--- src/rtl/simon_block_loader.sv ---
// simon_block_loader: word-serial loader that packs a 2N-bit plaintext block
// and an M-word key, then starts the SIMON core with a one-cycle newData pulse.
// Ports: clk, nR (async low reset); in_word/in_valid/in_key/in_ready stream in;
//        plain, key, newData to core; done from core; key_loaded, busy, blk_count status.
module simon_block_loader #(
    parameter int N = 16,
    parameter int M = 4
) (
    input  logic                clk,
    input  logic                nR,
    input  logic [N-1:0]        in_word,
    input  logic                in_valid,
    input  logic                in_key,
    output logic                in_ready,
    output logic [2*N-1:0]      plain,
    output logic [M-1:0][N-1:0] key,
    output logic                newData,
    input  logic                done,
    output logic                key_loaded,
    output logic                busy,
    output logic [7:0]          blk_count
);

    localparam int KW = (M > 1) ? $clog2(M) : 1;

    localparam logic [1:0] S_LOAD      = 2'd0;
    localparam logic [1:0] S_ARM       = 2'd1;
    localparam logic [1:0] S_WAIT_CLR  = 2'd2;
    localparam logic [1:0] S_WAIT_DONE = 2'd3;

    logic [1:0]           r_state;
    logic                 r_pc;
    logic                 r_plain_full;
    logic [KW-1:0]        r_kc;
    logic [2*N-1:0]       r_plain;
    logic [M-1:0][N-1:0]  r_key;
    logic                 r_new;
    logic                 r_key_loaded;
    logic [7:0]           r_blk;

    logic                 w_accept;
    logic                 w_kc_last;

    // Plaintext stalls once the block is full; key words keep flowing in LOAD.
    assign in_ready  = (r_state == S_LOAD) && !(!in_key && r_plain_full);
    assign busy      = (r_state != S_LOAD);
    assign w_accept  = in_valid && in_ready;
    assign w_kc_last = (r_kc == KW'(M - 1));

    assign plain      = r_plain;
    assign key        = r_key;
    assign newData    = r_new;
    assign key_loaded = r_key_loaded;
    assign blk_count  = r_blk;

    always_ff @(posedge clk or negedge nR) begin
        if (!nR) begin
            r_state      <= S_LOAD;
            r_pc         <= 1'b0;
            r_plain_full <= 1'b0;
            r_kc         <= '0;
            r_plain      <= '0;
            r_key        <= '0;
            r_new        <= 1'b0;
            r_key_loaded <= 1'b0;
            r_blk        <= 8'd0;
        end else begin
            case (r_state)
                S_LOAD: begin
                    if (w_accept) begin
                        if (in_key) begin
                            r_key[r_kc] <= in_word;
                            if (w_kc_last) begin
                                r_kc         <= '0;
                                r_key_loaded <= 1'b1;
                            end else begin
                                r_kc <= r_kc + 1'b1;
                            end
                        end else if (!r_pc) begin
                            r_plain[2*N-1:N] <= in_word;
                            r_pc             <= 1'b1;
                        end else begin
                            r_plain[N-1:0] <= in_word;
                            r_plain_full   <= 1'b1;
                        end
                    end
                    // Issue only on registered state; kc != 0 means a key
                    // reload is half done, so hold off.
                    if (r_plain_full && r_key_loaded && r_kc == '0)
                        r_state <= S_ARM;
                end
                S_ARM: begin
                    if (done) begin
                        r_new   <= 1'b1;
                        r_state <= S_WAIT_CLR;
                    end
                end
                S_WAIT_CLR: begin
                    // done is still high from the previous run here.
                    r_new <= 1'b0;
                    if (!done)
                        r_state <= S_WAIT_DONE;
                end
                S_WAIT_DONE: begin
                    if (done) begin
                        r_plain_full <= 1'b0;
                        r_pc         <= 1'b0;
                        r_blk        <= r_blk + 8'd1;
                        r_state      <= S_LOAD;
                    end
                end
                default: r_state <= S_LOAD;
            endcase
        end
    end

endmodule

--- config.mk ---
export PLATFORM = sky130hd
export DESIGN_NAME = simon_block_loader
export DESIGN_NICKNAME = d
export VERILOG_FILES = /design/src/rtl/simon_block_loader.sv
export SDC_FILE = /design/constraint.sdc
export NUM_CORES = 1
export LEC_CHECK = 0
export CORE_MARGIN = 5
export CORE_UTILIZATION = 47
export DETAILED_ROUTE_END_ITERATION = 10
export PLACE_DENSITY = 0.79
export SYNTH_ARGS = -nofsm -noshare
export SYNTH_HDL_FRONTEND = slang
export SYNTH_SLANG_ARGS = --single-unit
export TNS_END_PERCENT = 50
--- constraint.sdc ---
create_clock -name clk -period 2.2 [get_ports clk]
set_input_delay 0.44 -clock clk [delete_from_list [all_inputs] [get_ports clk]]
set_output_delay 0.44 -clock clk [all_outputs]
set_load 0.03 [all_outputs]
# == After elaboration in Yosys (flattened, before gate mapping) ==
# Cells that the tools add are included.
# Widths: inputs -> output; s select.
# classes
n_eq_ne,11
bitwise_logic,2
add_sub_neg,2
shift,0
mul,0
magnitude_cmp,2
n_mux,19
n_reduce_logical,22
n_div,0
# ops
op,n
$bwmux 64,1
$demux 16 s2,1
$reduce_and 4->1,5
$mux 16,1
$ne 2x2->1 const B,6
$mux 2,5
$add 8x1->8 const B,1
$pmux 2 s4,1
$mux 1,7
$eq 2x2->1 const B,3
$logic_and 1x1->1,6
$pmux 1 s2,3
$reduce_bool 2->1,3
$reduce_and 5->1,1
$logic_not 2->1,2
$reduce_and 2->1,2
$lt 2x3->1 const B,1
$reduce_and 3->1,1
$add 2x1->2 const B,1
$eq 2x1->1 const B,1
$ge 2x1->1 const B,1
$logic_not 1->1,2
$ne 2x1->1 const B,1
$not 1->1,2
# word_totals
word_cells,71
input_bits,21
output_inout_bits,108
romBits,0
n_memories,0
regBits,112
latch_bits,0
ramBits,0

# == Longest topological paths before layout ==
# depth
word_depth,7
ltp_mapped,7
ltp_nobuf,5

# == Worst setup path before layout ==
# Ideal clock, no wire load.
# synth_path
path_kind,flip-flop to flip-flop
startpoint,register r_state[0]
endpoint,"register r_plain[18], in the netlist plain[18]"
stages_incl_launch_ff,7
arrival_time_ns,1.798
path_slack_ns,0.278
period_less_slack_ns,1.922
required_ns,2.075
n_path_buf,1
setup_ns,0.125
path_cell_list,dfrtp_1 > inv_1 > ha_1 > inv_1 > nor3b_4 > buf_8 > mux2_2
# synth_via
elab_chain_cells,4
# synth_rtl
element,line,source
"start, declared",31,logic [1:0] r_state;
"start signal, assigned",58,r_state <= S_LOAD;
"start signal, assigned",90,r_state <= S_ARM;
"start signal, assigned",95,r_state <= S_WAIT_CLR;
$logic_not 2->1 (*),"45, 68",
$logic_and 1x1->1,45,assign in_ready = (r_state == S_LOAD) && !(!in_key && r_plain_full);
$logic_and 1x1->1,47,assign w_accept = in_valid && in_ready;
$reduce_and 4->1 (no source line) (*),-,
"end signal, assigned by index",80,r_plain[2*N-1:N] <= in_word;
"end signal, assigned by index",83,r_plain[N-1:0] <= in_word;
"end, declared",35,logic [2*N-1:0] r_plain;
# Every way passes the cells marked *; elsewhere a longest branch is shown, timed or not.
# A chain may end at the register's enable or synchronous reset.

# == Worst setup path in the final report ==
# layout_path
startpoint,register r_state[0]
endpoint,output busy
# layout_via
elab_chain_cells,1
# layout_rtl
element,line,source
$reduce_bool 2->1,46,assign busy = (r_state != S_LOAD);
"end, declared",20,"output logic busy,"
# No other way between the ends.

==> results.tsv <==
stage	metric	value	unit
outcome	status	finished clean	
synth	Yosys Warn Count	0	
setup_path	RR Startpoint	r_state[0]	
timing	Hold WS	0.150	ns
setup_path	Setup CP Type	register to output pin	
synth	Synth Cell Area	4400	um2
drt	Avg WL per Cell	18.8	um
job	Max-cap violations	0	
final_layout	Synth-to-Final Area Change	39.5	%
timing	Slew Limit Fails	0	
clocking	Num CTS Buffers	9	
die	Initial Util	0.479	
synth	combinational family with the most area after synthesis	multiplexers	
die	Die W	107	um
setup_path	Critical Path AT	1.63	ns
clocking	clock root buffer	clkbuf_8	
clocking	Bufs on Longest Clock Path	2	
setup_path	Crit. End Element	output pin	
global_route	antenna violations before repair	0	
global_route	first-pass GRT wire length	16.7	mm
synth	cells after synthesis	279	
drt	drc violations	0	
synth	Synth Area in Adders	0.0256	
setup_path	Critical Path RT	1.76	ns
synth	Syn Area/Cell	15.8	um2
setup_path	slowest CP cell	dlygate4sd2_1	
die	io pins	129	
placed_design	port buffer count	128	
placed_design	worst slack at placement	0.113	ns
power	maximum vdd ir drop	978	uV
drt	vias	2775	
die	die area	11400	um2
final_layout	fraction of layout cells with a size suffix above 1	0.322	
final_layout	most common library cell in the layout ignoring fill and taps	clkdlybuf4s50_1	
die	Die H	107	um
setup_path	element type at the critical path start	register	
synth	post-synthesis simple-gate area fraction	0.0372	
synth	mux share of post-synthesis cell area	0.253	
global_route	GRT Total Usage	0.190	
power	Pleak	2.71	nW
drt	ANT nets after route	0	
synth	Cell variety after synth	29	
drt	Detailed Route WL	10.2	mm
global_route	vias in the first global route	3057	
clocking	CTS sink count	112	
timing	Slew headroom	0.613	
timing	worst slew pin tran	0.581	ns
global_route	grt total ovfl	0	
setup_path	RR Endpoint	key[53]	
setup_path	R2R Setup Slk	0.30	ns
timing	Final setup viols	0	
setup_path	CP Max Fanout	4	
final_layout	most frequent cells in the layout	clkdlybuf4s50_1, dfrtp_1, mux2_2	
placed_design	routability-driven placement congestion ratio	0.804	
timing	RSZ-0062 raised after global routing	no	
timing	total negative slack	0	ns
synth	register area share after synthesis	0.636	
timing	clock period minus worst slack	2.07	ns
clocking	TritonCTS clock tree	yes	
setup_path	Reg2Reg Depth	7	
setup_path	CP peak stage delay	0.42	ns
setup_path	critical path, cell by cell	inv_1 -> ha_1 -> inv_1 -> dlygate4sd2_1	
die	core area	9200	um2
drt	vias per cell	5.14	
timing	Final Skew	0.00834	ns
setup_path	CP most frequent cell	inv_1	
clocking	clk slew on worst S/H paths	0.10	ns
synth	Post-Synth XOR/XNOR Area	0.0139	
clocking	H-tree depth	3	
timing	final hold vios	0	
timing	fmax	483	MHz
drt	initial DRC count	54	
die	floorplan row count	35	
min_path	Hold Path Class	primary input to asynchronous set/reset pin	
timing	Final period util	0.941	
global_route	largest net degree at the start of global routing	113	
synth	Seq cells post-synth	112	
timing	PnR worst setup slack	0.130	ns
power	PwrDens	1720	nW/um2
placed_design	dpl hpwl	7.32	mm
final_layout	n_diodes	0	
setup_path	Buf/Inv on CP	3	
drt	drt first pass iters	4	
final_layout	Final nets	454	
setup_path	CP delay by family, top	buffers and inverters	
clocking	clock latency on the worst-skew pair	0.36	ns
synth	syn_nets	309	
synth	compound-cell area share of the yosys netlist	0.0165	
cell type report:
cell class | instances | area (um2)
multi-input cells | 152 | 1520
fillers | 694 | 3050
flip-flops and latches | 112 | 2800
inverters | 8 | 30.0
clock inverters | 6 | 90.1
repair buffers | 141 | 1420
well taps | 111 | 139
clock buffers | 10 | 138
per-layer routing:
metal,vias up,routed length (um),GRT usage,part of all wire
li1,1272,-,-,-
met1,1409,4310,0.251,0.42
met2,85,4860,0.292,0.48
met3,9,931,0.0819,0.092
met4,0,76,0.0411,0.0075
met5,-,0,0,0
worst register-to-register path, stage by stage, from the launching register on:
cell and delay [ns]:
dfrtp_1 0.41, inv_1 0.08, ha_1 0.21, buf_4 0.15, and3_1 0.26, nand2_2 0.12, buf_4 0.21, mux2_2 0.35
sequential cells by signal, indices dropped and copies added (netlist names):
signal        flops
blk_count         8
key              64
key_loaded        1
newData           1
plain            32
r_kc              2
r_pc              1
r_plain_full      1
r_state           2
Yosys cell counts:
master / count / share of area
nand4_1: 2 / 0.0028
nand3_2: 1 / 0.0023
a21oi_1: 3 / 0.0034
nor3b_2: 1 / 0.0028
inv_1: 8 / 0.0068
nand3b_1: 1 / 0.0017
mux2i_1: 1 / 0.0023
buf_4: 1 / 0.0017
nor3b_4: 1 / 0.0043
a41oi_1: 1 / 0.0020
dfrtp_1: 112 / 0.64
xnor2_1: 6 / 0.012
xor2_1: 1 / 0.0020
o32a_1: 1 / 0.0023
nand2_1: 6 / 0.0051
and3_1: 1 / 0.0014
nand2_2: 4 / 0.0057
and4_1: 1 / 0.0020
buf_2: 5 / 0.0057
or3b_2: 1 / 0.0020
nand3_1: 2 / 0.0023
o21ba_2: 1 / 0.0023
a221oi_1: 1 / 0.0020
nor2_1: 4 / 0.0034
o21ai_0: 4 / 0.0045
buf_8: 1 / 0.0034
mux2_2: 98 / 0.25
nand2b_1: 1 / 0.0014
ha_1: 9 / 0.026
kinds of logic (layout without fill, tap and decap cells):
| family | count (synthesis) | count (layout) |
|---|---|---|
| xor gates and xnor gates | 7 | 7 |
| buffers and inverters | 15 | 165 |
| muxes | 99 | 99 |
| DFF | 112 | 112 |
| and+or+nand+nor | 26 | 26 |
| adders and majority gates | 9 | 9 |
| AOI/OAI and AO/OA | 11 | 11 |
power by group:
group	internal, mW	leakage [nW]	switching [mW]
Combinational	2.54	1.22	3.02
Clock	0.679	0.113	0.683
Sequential	3.05	1.38	0.604
through the flow:
step | utilization | instances | cell area [um2] | power [mW]
after floorplan | - | 279 | 4400 | 6.76
after global routing | 0.668 | 540 | 6150 | 11.1
after CTS | 0.668 | 540 | 6150 | 10.7
after detailed placement | 0.644 | 524 | 5920 | 9.31
after global placement | 0.644 | 524 | 5920 | 9.15
final | 0.668 | 540 | 6150 | 10.6
what timing repair did:
| item | in CTS | in global routing |
|---|---|---|
| hold buffers | 0 | 0 |
| resized for setup | 1 | 0 |
| setup buffers | 0 | 0 |
| setup endpoints to repair | 1 | 0 |
| hold endpoints to repair | 0 | 0 |
worst max path at each step:
stage                from   endpoint  depth (start not counted)
2_1_floorplan  r_state[0]  plain[18]                          6
3_3_place_gp     in_valid  plain[23]                          5
3_5_place_dp     in_valid  plain[25]                          5
4_1_cts        r_state[0]       busy                          4
5_1_grt        r_state[0]       busy                          4
6_report       r_state[0]       busy                          4
No activity file was read; power rests on OpenSTA's default activity.
